==> src/rtl/mips_ctrl_pkg.sv <==
// Shared encodings for the multi-cycle MIPS main controller: states, ALUOp codes,
// opcode/funct constants, datapath select codes and the decoded control word.
package mips_ctrl_pkg;

    localparam int unsigned ST_W   = 3;
    localparam logic [4:0]  RA_REG = 5'd31;

    typedef enum logic [ST_W-1:0] {
        ST_IF  = 3'd0,
        ST_ID  = 3'd1,
        ST_EX  = 3'd2,
        ST_MEM = 3'd3,
        ST_WB  = 3'd4
    } state_t;

    // Must stay identical to the codes decoded by the ALU control block.
    typedef enum logic [3:0] {
        ALU_ADD   = 4'd0,
        ALU_SUB   = 4'd1,
        ALU_FUNCT = 4'd2,
        ALU_AND   = 4'd3,
        ALU_LU    = 4'd4,
        ALU_SLT   = 4'd5,
        ALU_ADDU  = 4'd6,
        ALU_SLTU  = 4'd7
    } aluop_t;

    localparam logic [5:0] OP_RTYPE = 6'h00;
    localparam logic [5:0] OP_J     = 6'h02;
    localparam logic [5:0] OP_JAL   = 6'h03;
    localparam logic [5:0] OP_BEQ   = 6'h04;
    localparam logic [5:0] OP_ADDI  = 6'h08;
    localparam logic [5:0] OP_ADDIU = 6'h09;
    localparam logic [5:0] OP_SLTI  = 6'h0a;
    localparam logic [5:0] OP_SLTIU = 6'h0b;
    localparam logic [5:0] OP_ANDI  = 6'h0c;
    localparam logic [5:0] OP_LUI   = 6'h0f;
    localparam logic [5:0] OP_LW    = 6'h23;
    localparam logic [5:0] OP_SW    = 6'h2b;

    localparam logic [5:0] FN_SLL  = 6'h00;
    localparam logic [5:0] FN_SRL  = 6'h02;
    localparam logic [5:0] FN_SRA  = 6'h03;
    localparam logic [5:0] FN_JR   = 6'h08;
    localparam logic [5:0] FN_JALR = 6'h09;
    localparam logic [5:0] FN_ADD  = 6'h20;
    localparam logic [5:0] FN_ADDU = 6'h21;
    localparam logic [5:0] FN_SUB  = 6'h22;
    localparam logic [5:0] FN_SUBU = 6'h23;
    localparam logic [5:0] FN_AND  = 6'h24;
    localparam logic [5:0] FN_OR   = 6'h25;
    localparam logic [5:0] FN_XOR  = 6'h26;
    localparam logic [5:0] FN_NOR  = 6'h27;
    localparam logic [5:0] FN_SLT  = 6'h2a;
    localparam logic [5:0] FN_SLTU = 6'h2b;

    localparam logic [1:0] MTR_ALUOUT = 2'd0;
    localparam logic [1:0] MTR_MDR    = 2'd1;
    localparam logic [1:0] MTR_PC     = 2'd2;

    localparam logic [1:0] RDST_RT = 2'd0;
    localparam logic [1:0] RDST_RD = 2'd1;
    localparam logic [1:0] RDST_RA = 2'd2;

    localparam logic [1:0] SRCB_RT     = 2'd0;
    localparam logic [1:0] SRCB_FOUR   = 2'd1;
    localparam logic [1:0] SRCB_IMM    = 2'd2;
    localparam logic [1:0] SRCB_IMM_SH = 2'd3;

    localparam logic [1:0] PCS_ALU    = 2'd0;
    localparam logic [1:0] PCS_ALUOUT = 2'd1;
    localparam logic [1:0] PCS_JUMP   = 2'd2;
    localparam logic [1:0] PCS_RS     = 2'd3;

    typedef struct packed {
        logic       pc_write;
        logic       pc_write_cond;
        logic       iord;
        logic       mem_read;
        logic       mem_write;
        logic       ir_write;
        logic [1:0] mem_to_reg;
        logic [1:0] reg_dst;
        logic       reg_write;
        logic       alu_src_a;
        logic [1:0] alu_src_b;
        logic [1:0] pc_source;
        aluop_t     alu_op;
        logic       ext_op;
        logic       lu_op;
    } ctrl_t;

    function automatic logic is_ialu_op(input logic [5:0] op);
        case (op)
            OP_ADDI, OP_ADDIU, OP_SLTI, OP_SLTIU, OP_ANDI, OP_LUI: is_ialu_op = 1'b1;
            default:                                              is_ialu_op = 1'b0;
        endcase
    endfunction

    function automatic logic is_legal_op(input logic [5:0] op);
        case (op)
            OP_RTYPE, OP_J, OP_JAL, OP_BEQ, OP_LW, OP_SW: is_legal_op = 1'b1;
            default:                                       is_legal_op = is_ialu_op(op);
        endcase
    endfunction

    function automatic logic is_defined_funct(input logic [5:0] fn);
        case (fn)
            FN_SLL, FN_SRL, FN_SRA, FN_JR, FN_JALR,
            FN_ADD, FN_ADDU, FN_SUB, FN_SUBU,
            FN_AND, FN_OR, FN_XOR, FN_NOR,
            FN_SLT, FN_SLTU:  is_defined_funct = 1'b1;
            default:          is_defined_funct = 1'b0;
        endcase
    endfunction

endpackage

==> src/rtl/main_ctrl_decode.sv <==
// Combinational decode of (state, opcode, funct) into the datapath control word
// and the next state. Optional IllegalInst output under CTRL_ILLEGAL_TRAP_EN.
module main_ctrl_decode
    import mips_ctrl_pkg::*;
(
    input  state_t     i_state,
    input  logic [5:0] i_opcode,
    input  logic [5:0] i_funct,
    output ctrl_t      o_ctrl,
`ifdef CTRL_ILLEGAL_TRAP_EN
    output logic       o_illegal,
`endif
    output state_t     o_next_state
);

    logic w_illegal;

`ifdef CTRL_ILLEGAL_TRAP_EN
    assign w_illegal = !is_legal_op(i_opcode) ||
                       ((i_opcode == OP_RTYPE) && !is_defined_funct(i_funct));
    assign o_illegal = (i_state == ST_ID) && w_illegal;
`else
    assign w_illegal = !is_legal_op(i_opcode);
`endif

    always_comb begin
        o_ctrl       = '0;
        o_next_state = ST_IF;
        case (i_state)
            ST_IF: begin
                o_ctrl.mem_read  = 1'b1;
                o_ctrl.ir_write  = 1'b1;
                o_ctrl.alu_src_b = SRCB_FOUR;
                o_ctrl.pc_write  = 1'b1;
                o_next_state     = ST_ID;
            end
            ST_ID: begin
                // Branch target is computed speculatively into ALUOut here.
                o_ctrl.alu_src_b = SRCB_IMM_SH;
                o_ctrl.ext_op    = 1'b1;
                o_next_state     = ST_EX;
                if (w_illegal) begin
                    o_next_state = ST_IF;
                end else if (i_opcode == OP_J || i_opcode == OP_JAL) begin
                    o_ctrl.pc_write  = 1'b1;
                    o_ctrl.pc_source = PCS_JUMP;
                    o_next_state     = ST_IF;
                    if (i_opcode == OP_JAL) begin
                        o_ctrl.reg_write  = 1'b1;
                        o_ctrl.reg_dst    = RDST_RA;
                        o_ctrl.mem_to_reg = MTR_PC;
                    end
                end else if (i_opcode == OP_RTYPE &&
                             (i_funct == FN_JR || i_funct == FN_JALR)) begin
                    o_ctrl.pc_write  = 1'b1;
                    o_ctrl.pc_source = PCS_RS;
                    o_next_state     = ST_IF;
                    if (i_funct == FN_JALR) begin
                        o_ctrl.reg_write  = 1'b1;
                        o_ctrl.reg_dst    = RDST_RD;
                        o_ctrl.mem_to_reg = MTR_PC;
                    end
                end
            end
            ST_EX: begin
                o_ctrl.alu_src_a = 1'b1;
                case (i_opcode)
                    OP_RTYPE: begin
                        o_ctrl.alu_src_b = SRCB_RT;
                        o_ctrl.alu_op    = ALU_FUNCT;
                        o_next_state     = ST_WB;
                    end
                    OP_LW, OP_SW: begin
                        o_ctrl.alu_src_b = SRCB_IMM;
                        o_ctrl.ext_op    = 1'b1;
                        o_ctrl.alu_op    = ALU_ADD;
                        o_next_state     = ST_MEM;
                    end
                    OP_BEQ: begin
                        o_ctrl.alu_src_b     = SRCB_RT;
                        o_ctrl.alu_op        = ALU_SUB;
                        o_ctrl.pc_write_cond = 1'b1;
                        o_ctrl.pc_source     = PCS_ALUOUT;
                    end
                    OP_ADDI, OP_ADDIU, OP_SLTI, OP_SLTIU, OP_ANDI, OP_LUI: begin
                        o_ctrl.alu_src_b = SRCB_IMM;
                        o_ctrl.ext_op    = (i_opcode != OP_ANDI);
                        o_ctrl.lu_op     = (i_opcode == OP_LUI);
                        o_next_state     = ST_WB;
                        case (i_opcode)
                            OP_ADDIU: o_ctrl.alu_op = ALU_ADDU;
                            OP_SLTI:  o_ctrl.alu_op = ALU_SLT;
                            OP_SLTIU: o_ctrl.alu_op = ALU_SLTU;
                            OP_ANDI:  o_ctrl.alu_op = ALU_AND;
                            OP_LUI:   o_ctrl.alu_op = ALU_LU;
                            default:  o_ctrl.alu_op = ALU_ADD;
                        endcase
                    end
                    default: o_next_state = ST_IF;
                endcase
            end
            ST_MEM: begin
                o_ctrl.iord = 1'b1;
                if (i_opcode == OP_LW) begin
                    o_ctrl.mem_read = 1'b1;
                    o_next_state    = ST_WB;
                end else if (i_opcode == OP_SW) begin
                    o_ctrl.mem_write = 1'b1;
                end
            end
            ST_WB: begin
                if (i_opcode == OP_LW) begin
                    o_ctrl.reg_write  = 1'b1;
                    o_ctrl.mem_to_reg = MTR_MDR;
                    o_ctrl.reg_dst    = RDST_RT;
                end else if (i_opcode == OP_RTYPE) begin
                    o_ctrl.reg_write  = 1'b1;
                    o_ctrl.mem_to_reg = MTR_ALUOUT;
                    o_ctrl.reg_dst    = RDST_RD;
                end else if (is_ialu_op(i_opcode)) begin
                    o_ctrl.reg_write  = 1'b1;
                    o_ctrl.mem_to_reg = MTR_ALUOUT;
                    o_ctrl.reg_dst    = RDST_RT;
                end
            end
            default: o_next_state = ST_IF;
        endcase
    end

endmodule

==> src/rtl/multicycle_main_control.sv <==
// Main controller FSM of the 5-state multi-cycle MIPS CPU: state register plus reset
// gating of the decoded control word. CTRL_ILLEGAL_TRAP_EN adds the IllegalInst output.
module multicycle_main_control
    import mips_ctrl_pkg::*;
(
    input  logic            clk,
    input  logic            reset,
    input  logic [5:0]      OpCode,
    input  logic [5:0]      Funct,
    output logic            PCWrite,
    output logic            PCWriteCond,
    output logic            IorD,
    output logic            MemRead,
    output logic            MemWrite,
    output logic            IRWrite,
    output logic [1:0]      MemtoReg,
    output logic [1:0]      RegDst,
    output logic            RegWrite,
    output logic            ALUSrcA,
    output logic [1:0]      ALUSrcB,
    output logic [1:0]      PCSource,
    output logic [3:0]      ALUOp,
    output logic            ExtOp,
    output logic            LuOp,
`ifdef CTRL_ILLEGAL_TRAP_EN
    output logic            IllegalInst,
`endif
    output logic [ST_W-1:0] State
);

    state_t r_state;
    state_t w_next_state;
    ctrl_t  w_ctrl;
    ctrl_t  w_ctrl_out;
`ifdef CTRL_ILLEGAL_TRAP_EN
    logic   w_illegal;
`endif

    main_ctrl_decode u_decode (
        .i_state      (r_state),
        .i_opcode     (OpCode),
        .i_funct      (Funct),
        .o_ctrl       (w_ctrl),
`ifdef CTRL_ILLEGAL_TRAP_EN
        .o_illegal    (w_illegal),
`endif
        .o_next_state (w_next_state)
    );

    always_ff @(posedge clk or negedge reset) begin
        if (!reset) begin
            r_state <= ST_IF;
        end else begin
            r_state <= w_next_state;
        end
    end

    // State already reads IF during reset; the gate keeps IF strobes from firing early.
    always_comb begin
        w_ctrl_out = reset ? w_ctrl : '0;
    end

    assign PCWrite     = w_ctrl_out.pc_write;
    assign PCWriteCond = w_ctrl_out.pc_write_cond;
    assign IorD        = w_ctrl_out.iord;
    assign MemRead     = w_ctrl_out.mem_read;
    assign MemWrite    = w_ctrl_out.mem_write;
    assign IRWrite     = w_ctrl_out.ir_write;
    assign MemtoReg    = w_ctrl_out.mem_to_reg;
    assign RegDst      = w_ctrl_out.reg_dst;
    assign RegWrite    = w_ctrl_out.reg_write;
    assign ALUSrcA     = w_ctrl_out.alu_src_a;
    assign ALUSrcB     = w_ctrl_out.alu_src_b;
    assign PCSource    = w_ctrl_out.pc_source;
    assign ALUOp       = w_ctrl_out.alu_op;
    assign ExtOp       = w_ctrl_out.ext_op;
    assign LuOp        = w_ctrl_out.lu_op;
    assign State       = r_state;
`ifdef CTRL_ILLEGAL_TRAP_EN
    assign IllegalInst = reset & w_illegal;
`endif

endmodule
==> config.mk <==
export PLATFORM = sky130hd
export DESIGN_NAME = multicycle_main_control
export DESIGN_NICKNAME = d
export VERILOG_FILES = /design/src/rtl/mips_ctrl_pkg.sv /design/src/rtl/main_ctrl_decode.sv /design/src/rtl/multicycle_main_control.sv
export SDC_FILE = /design/constraint.sdc
export NUM_CORES = 1
export LEC_CHECK = 0
export BUFFER_PORTS_ARGS = -buffer_cell sky130_fd_sc_hd__buf_2
export CAP_MARGIN = 10
export CORE_UTILIZATION = 46
export DETAILED_ROUTE_END_ITERATION = 6
export PLACE_DENSITY = 0.86
export SLEW_MARGIN = 20
export SYNTH_ARGS = -nofsm -noshare
export SYNTH_HDL_FRONTEND = slang
export SYNTH_HIERARCHICAL = 1
export SYNTH_SLANG_ARGS = --single-unit
export TNS_END_PERCENT = 20
==> constraint.sdc <==
create_clock -name clk -period 1.95 [get_ports clk]
set_input_delay 0.195 -clock clk [delete_from_list [all_inputs] [get_ports clk]]
set_output_delay 0.195 -clock clk [all_outputs]
set_load 0.02 [all_outputs]
==> impl_metrics.tcl <==
set metrics [dict create \
    grt_use_met1 0.328 \
    max_slew.worst_pin.slew_ps 481 \
    synthTopCellsByArea "and2_2 15%, dfrtp_1 9.3%, nor2_1 7.0%, nand2b_1 5.4%, a21oi_1 4.9%" \
    yosys_warnings 6 \
    clock_skew_ps 1.16 \
    ir_worst_vdd_mv 0.345 \
    startpoint_type "register" \
    antenna_found_initial 0 \
    vias_per_cell 5.64 \
    netlist.area_leader.share 0.148 \
    leakage_nw 0.531 \
    fin_ws_ps 0.395 \
    powerDensity_nw_per_um2 560 \
    synthToLayoutAreaGrowth_pct 37.6 \
    crit_path_end_kind "primary output" \
    arrival_ps 1750 \
    p_sw_w 0.000287 \
    busiest_layer "met2" \
    grt_use_met2 0.394 \
    dieArea_um2 1930 \
    setup-violations-final 0 \
    ios 39 \
    firstDrtPassIters 6 \
    clock_latency_ps 240 \
    cts_tree "built" \
    rows 14 \
    tns_ps 0 \
    hpwl_um 1680 \
    grt_pass1_wl_um 3600 \
    internal_power_w 0.000337 \
    fillerInstances 128 \
    ys_ff_latch 3 \
    drv_cap 0 \
    cts_buffer_depth 2 \
    crit_type "reg2out" \
    seq_area_um2 77.6 \
    seqPwrFrac 0.178 \
    routed_wl_um 2550 \
    synth_nets 127 \
    slew_headroom 0.675 \
    gp_congestion 0.938 \
    final_cell_area_um2 1110 \
    drive_gt1_frac 0.525 \
    ys_seq_area_frac 0.0927 \
    largest_reg_flops 3 \
    clkTransAtPathRegs_ps 40 \
    route.detailed.drc 3 \
    h-tree-depth 1 \
    placed_area_um2 985 \
    rsz0062_at_grt "true" \
    grt_usage 0.249 \
    clockPowerShare 0.187 \
    clock-sinks 3 \
    drv_slew 0 \
    hold_viol_final 0 \
    drt_iter0_drc 41 \
    start_util 0.513 \
    place_ws_ps 167 \
    grt_pass1_vias 807 \
    ys_async_sr_fraction 1.00 \
    syn_inst 113 \
    grt_max_degree 26 \
    wl_per_cell_um 14.7 \
    fin_nets 173 \
    multi_input_area_um2 701 \
    ys.flop_type "dfrtp_1" \
    synth_edf_count 0 \
    combPwrFrac 0.635 \
    yosys.area.top_type "and2_2" \
    period_minus_slack_ps 1950 \
    dieWidth_um 44.0 \
    vias 982 \
    violations "design-rule violations" \
    ff2ff_path_depth 5 \
    min_period_over_period 1.00 \
    synth_cell_types 41 \
    grtUsageMet3 0.0583 \
    synth_area_um2 810 \
    port_buffers 37 \
    status "finished with violations" \
    diodes 0 \
    hold_class "in2async" \
    crit_fanout 6 \
    required_ps 1750 \
    syn_area_per_cell_um2 7.16 \
    sw_frac_of_total 0.460 \
    cts_root_buf "clkbuf_4" \
    die_y_um 44.0 \
    cts_buffers 3 \
    ant_nets 0 \
    core_um2 1580 \
    overflow 0 \
    fmax_mhz 513 \
]
[layer usage]
layer,share of wire,up-vias
li1,-,474
met1,0.44,451
met2,0.49,55
met3,0.070,2
met4,0.0082,0
met5,0,-
[cells by family after synthesis]
kind of cell / count (synthesis) / share of synthesized area
other: 1 / 0.00463
buffers and inverters: 9 / 0.0742
AO/OA/AOI/OAI: 26 / 0.249
AND/OR/NAND/NOR: 74 / 0.580
flip-flops: 3 / 0.0927
[final cells by class]
| type | count | share of cell area |
|---|---|---|
| Multi-Input combinational cell | 101 | 0.629 |
| Clock buffer | 4 | 0.0236 |
| Timing Repair Buffer | 48 | 0.253 |
| Inverter | 2 | 0.00674 |
| Tap cell | 16 | 0.0180 |
| Sequential cell | 3 | 0.0697 |
[power by group through the flow]
| stage | Sequential (W) | Clock (W) | Combinational [W] |
|---|---|---|---|
| floorplan | 0.000120 | 0 | 0.000226 |
| global placement | 0.000104 | 0 | 0.000327 |
| detailed placement | 0.000108 | 0 | 0.000332 |
| CTS | 0.000108 | 0.000122 | 0.000336 |
| global route | 0.000116 | 0.000129 | 0.000419 |
| finish | 0.000111 | 0.000117 | 0.000396 |
[critical path, cell delays in order (launching register included)]
cell,delay [ps]
dfrtp_2,450
nor4b_4,360
buf_4,170
nand2_1,70
nor2_2,120
a211o_1,110
and2_4,130
buf_6,110
[cells in the final DEF, fill, tap and decap left out, drive strengths merged, types with 3 or more instances in the layout]
cell,instances
buf,47
and2,22
a21oi,9
nand2,11
nand2b,8
dfrtp,3
nor2,15
clkbuf,4
or2,3
o21ai,4
nor4,3
[repair_timing]
action                     in CTS  in global routing
setup endpoints to repair       5                  9
gates resized for setup         2                 10
setup buffers                   0                  7
pin swaps                       1                  8
hold buffers                    1                  0
hold endpoints to repair        3                  0
[per-stage QoR]
step / power, W / cells / hold slack, ps / utilization
6_report: 0.000623 / 174 / 399 / 0.706
5_1_grt: 0.000665 / 174 / 408 / 0.706
4_1_cts: 0.000566 / 167 / 380 / 0.652
3_5_place_dp: 0.000440 / 162 / 100 / 0.625
3_3_place_gp: 0.000430 / 162 / 90.1 / 0.625
2_1_floorplan: 0.000345 / 113 / -101 / -
[worst paths after layout]
| check | from | endpoint | slack (ps) |
|---|---|---|---|
| max reg2reg | State[1] | State[1] | 530 |
| min reg2reg | State[0] | State[0] | 530 |
| max in group asynchronous | reset | State[1] | 1280 |
| min | reset | State[0] | 400 |
| max | State[1] | RegWrite | 0.4 |
| min in group clk | OpCode[1] | State[1] | 440 |
[synthesized netlist by cell type (2+ instances only)]
cell      instances
nor2_1           15
nor2b_1           2
and2_1            6
dfrtp_1           3
o21ai_1           3
o21bai_1          2
nand2b_1          7
or2_1             2
a211oi_2          2
buf_4             2
buf_6             2
and2_2           16
buf_2             3
nand3_1           2
inv_1             2
a22oi_1           2
nor3_1            2
nand2_1          10
a21oi_1           8
Power figures use the tool's default switching activity.
